<file path="src/rtl/alu_cmd_decoder.sv">
// ALU command decoder: 5-bit opcode in, one-hot 6-bit ALU select out through a DEPTH-entry FIFO.
// Optional feature macro ALU_CMD_ERR_CNT_EN adds a saturating 8-bit illegal-opcode counter output.
module alu_cmd_decoder #(
    parameter int unsigned DEPTH = 4
) (
    input  logic       clock,
    input  logic       reset,
    input  logic       in_valid,
    input  logic [4:0] in_opcode,
    output logic       in_ready,
    output logic [5:0] command,
    output logic       cmd_valid,
    input  logic       cmd_ready,
`ifdef ALU_CMD_ERR_CNT_EN
    output logic [7:0] err_count,
`endif
    output logic       illegal
);

    localparam int unsigned AW = (DEPTH > 1) ? $clog2(DEPTH) : 1;
    localparam int unsigned CW = $clog2(DEPTH + 1);

    typedef enum logic {
        ST_EMPTY = 1'b0,
        ST_VALID = 1'b1
    } state_t;

    state_t          state, state_nxt;
    logic [AW-1:0]   rd_ptr, rd_ptr_nxt;
    logic [AW-1:0]   wr_ptr, wr_ptr_nxt;
    logic [CW-1:0]   count, count_nxt;
    logic [2:0]      mem [DEPTH];
    logic [2:0]      head_idx_nxt;
    logic [5:0]      command_nxt;
    logic            legal, push, pop, rej;

    // Legal opcodes are 0..5; their low three bits double as the stored index.
    assign legal = (in_opcode[4:3] == 2'b00) && (in_opcode[2:0] < 3'd6);

    always_comb begin
        state_nxt    = state;
        rd_ptr_nxt   = rd_ptr;
        wr_ptr_nxt   = wr_ptr;
        count_nxt    = count;
        head_idx_nxt = 3'd0;
        command_nxt  = 6'b000000;

        push = in_valid && in_ready && legal;
        rej  = in_valid && in_ready && !legal;
        pop  = cmd_valid && cmd_ready;

        if (push) wr_ptr_nxt = wr_ptr + AW'(1);
        if (pop)  rd_ptr_nxt = rd_ptr + AW'(1);

        case ({push, pop})
            2'b10:   count_nxt = count + CW'(1);
            2'b01:   count_nxt = count - CW'(1);
            default: count_nxt = count;
        endcase

        case (state)
            ST_EMPTY: if (push) state_nxt = ST_VALID;
            ST_VALID: if (pop && !push && (count == CW'(1))) state_nxt = ST_EMPTY;
            default:  state_nxt = ST_EMPTY;
        endcase

        // Next head may be the entry being written this very cycle.
        if (push && (rd_ptr_nxt == wr_ptr)) head_idx_nxt = in_opcode[2:0];
        else                                head_idx_nxt = mem[rd_ptr_nxt];

        if (state_nxt == ST_VALID) command_nxt = 6'(6'b000001 << head_idx_nxt);
    end

    always_ff @(posedge clock or posedge reset) begin
        if (reset) begin
            state     <= ST_EMPTY;
            rd_ptr    <= '0;
            wr_ptr    <= '0;
            count     <= '0;
            in_ready  <= 1'b1;
            cmd_valid <= 1'b0;
            command   <= 6'b000000;
            illegal   <= 1'b0;
        end else begin
            state     <= state_nxt;
            rd_ptr    <= rd_ptr_nxt;
            wr_ptr    <= wr_ptr_nxt;
            count     <= count_nxt;
            in_ready  <= (count_nxt < CW'(DEPTH));
            cmd_valid <= (state_nxt == ST_VALID);
            command   <= command_nxt;
            illegal   <= rej;
        end
    end

    // Storage needs no reset: count and pointers define which entries are live.
    always_ff @(posedge clock) begin
        if (push) mem[wr_ptr] <= in_opcode[2:0];
    end

`ifdef ALU_CMD_ERR_CNT_EN
    always_ff @(posedge clock or posedge reset) begin
        if (reset)                          err_count <= 8'd0;
        else if (rej && (err_count != 8'hFF)) err_count <= err_count + 8'd1;
    end
`endif

endmodule

</file>
<file path="config.mk">
export PLATFORM = sky130hd
export DESIGN_NAME = alu_cmd_decoder
export DESIGN_NICKNAME = d
export VERILOG_FILES = /design/src/rtl/alu_cmd_decoder.sv
export SDC_FILE = /design/constraint.sdc
export NUM_CORES = 1
export LEC_CHECK = 0
export CAP_MARGIN = 20
export CORE_MARGIN = 3
export CORE_UTILIZATION = 50
export CTS_CLUSTER_DIAMETER = 100
export DETAILED_ROUTE_END_ITERATION = 12
export HOLD_SLACK_MARGIN = 0.03
export PLACE_DENSITY = 0.73
export SLEW_MARGIN = 30
export SYNTH_ARGS = -nofsm -noshare
export SYNTH_HDL_FRONTEND = slang
export SYNTH_SLANG_ARGS = --single-unit
</file>
<file path="constraint.sdc">
create_clock -name clock -period 2.45 [get_ports clock]
set_input_delay 0.49 -clock clock [delete_from_list [all_inputs] [get_ports clock]]
set_output_delay 0.49 -clock clock [all_outputs]
set_load 0.02 [all_outputs]
</file>
==> results.tsv <==
metric	value	unit
run_status	completed	
netlist.top_cell.by_area	dfrtp_1	
final_critical_path_setup_slack	0.413	ns
fmaxAchievable	0.491	GHz
critical_register_to_register_path_startpoint	wr_ptr[1]	
synth-warning-count	0	
maximum_number_of_pins_on_one_net_before_global_route_repair	17	
synth_top_area_share	25.3	%
antenna_violations_before_repair	0	
final_util	61.6	%
report.final.slew_viol_count	0	
worstPathCellList	xnor2_1 > mux2_4 > o21ai_4 > mux2_4 > nor3_1	
critical_path.top_delay_family	multiplexers	
cts.path.max_buffers	2	
critical_path.endpoint_type	register	
mappedNetlistArea	1490	µm²
synth-main-ff-cell	dfrtp_1	
final.period_utilization	83.1	%
number_of_storage_elements_in_the_synthesis_netlist	28	
final-instance-count-excl-fill	173	
worst_ep_arrival_time	2.28	ns
cpPeakStageDelay	0.45	ns
worstPathBufferInverterCount	0	
post_drt_via_cell_ratio	5.73	
grt_pass1_vias	970	
timing.critical_path.from_type	register	
num_vias	992	
vdd_drop_max	0.000473	V
drive_above_1_share	13.4	%
cpMostUsedCell	mux2_4	
hold_path.class	input port to async pin	
worstSetupPathType	register to register	
worst-path-stages	5	
setup.worst_path.start	wr_ptr[1]	
port_buffers	17	
cts_num_sinks	28	
finalInstanceArea	1730	µm²
synth_sequential_area_ratio	51.3	%
clk_transition_reported_paths	0.15	ns
ff2ff_path_depth	5	
asyncSetResetFlopFracSynth	57.1	%
dpl_worst_slack	0.0940	ns
antenna_violating_nets_post_route	0	
timing.max_cap.violations	0	
chipWidth	60.5	µm
fill_cells	243	
syn_nets	138	
fp-row-count	19	
floorplan.initialDensity	53.0	%
finClkSkew	0.0144	ns
clock_tree.root_cell	clkbuf_4	
h_tree_depth_reported_by_cts	1	
post-cts-setup-buffer-count	0	
core_area	2810	µm²
number_of_unique_standard_cell_types_used_by_synthesis	39	
worst-path-max-fanout	4	
avgSynthCellArea	12.4	µm²
final_hold_viol_count	0	
rsz0062_at_grt	no	
place_hpwl	2.10	mm
drc_errors	0	
placed_cells_incl_taps	169	
timing.critical_path.slowest_stage_cell	dfrtp_1	
detailed_place.area	1700	µm²
yosysMostFrequentCell	dfrtp_1	
overflow	0	
powerDensity	1050	nW/µm²
insertion_delay	0.33	ns
num_io_pins	18	
final-setup-viol-count	0	
synth_area_leaders	dfrtp_1, edfxtp_1, ha_1, mux2i_1, mux4_2	
cts_resized	0	
synthToLayoutAreaGrowth	16.2	%
grt_first_pass_wirelength	4.51	mm
cts_tree	built	
fp.dieArea	3660	µm²
n_antenna_cell	0	
timing_worst_slew_pin_value	0.598	ns
p_leak	0.732	nW
synthesis.instances	120	
most_frequent_cells_after_synthesis	dfrtp_1, edfxtp_1, inv_1	
gr-usage-all-layers	16.9	%
crit_required	2.69	ns
worst_hold_slack	0.506	ns
maxSlewHeadroom	60.1	%
final_net_count	161	
number_of_enable_type_register_cells_in_the_synthesized_netlist	12	
cts_hold_buf	0	
drtPass1Iterations	4	
min_period	2.04	ns
route.final.wire_length	2.61	mm
setup_tns	0	ns
dr_wl_cell	15.1	µm
tritoncts.num_buffers	3	
y_dimension_of_the_die	60.5	µm
detail_route.iter0.violations	31	
gpl.final_weighted_congestion	0.750	
total_power	1.82	mW
## layer usage
metal | up-vias | part of all wire [%] | track usage (%)
met5 | - | 0 | 0
met4 | 0 | 2.8 | 7.43
met3 | 9 | 5.2 | 4.04
met2 | 25 | 45 | 25.8
met1 | 470 | 46 | 23.1
li1 | 488 | - | -
## cell families (layout without fill, tap and decap cells)
kind of cell / Yosys count / count (layout) / synth area share [%]
and+or+nand+nor: 29 / 29 / 11.1
DFF: 28 / 28 / 51.3
AOI/OAI and AO/OA: 23 / 23 / 12.0
buffers and inverters: 15 / 37 / 4.80
muxes: 11 / 11 / 9.76
adders and majority gates: 9 / 9 / 7.58
xor gates and xnor gates: 5 / 5 / 3.45
## where the power goes
group / switching (mW) / leakage (nW) / internal (mW)
registers: 0.106 / 0.310 / 0.610
clock network: 0.131 / 0.0150 / 0.0639
logic: 0.473 / 0.407 / 0.434
total: 0.710 / 0.732 / 1.11
## area by class of cell
cell class | count | area (µm²) | area share (%)
inverters | 12 | 47.5 | 2.75
clock buffers | 4 | 26.3 | 1.52
flip-flops and latches | 28 | 762 | 44.1
well taps | 31 | 38.8 | 2.24
multi-input cells | 77 | 653 | 37.8
repair buffers | 21 | 200 | 11.6
## final timing paths
check / endpoint / slack [ns]
worst max-delay path: command[0] / 0.41
worst min-delay path: wr_ptr[0] / 0.51
worst max register to register: command[0] / 0.41
worst min register to register: illegal / 0.52
max in group asynchronous: illegal / 1.55
min in group clock: illegal / 0.52
## sequential cells by signal, summed over array words and instances (netlist names)
signal    flops
mem          12
state         1
command       6
rd_ptr        2
wr_ptr        2
in_ready      1
count         3
illegal       1
## cell usage in the layout, fill, tap and decap left out, types with 2 or more instances in the layout
cell and instances:
a2111oi_0 3, a21oi_1 2, a221o_1 2, a31oi_1 2, and2_1 4, and3_2 2
and4b_1 2, buf_4 4, clkbuf_4 3, clkdlybuf4s50_1 17, dfrtp_1 15, edfxtp_1 12
ha_1 9, inv_1 11, mux2_4 2, mux2i_1 7, mux4_2 2, nand2_1 7
nand3_1 2, nor2b_1 2, nor3_1 7, o21ai_0 5, xnor2_1 3
Note: power is estimated with default switching activity, not from simulation.
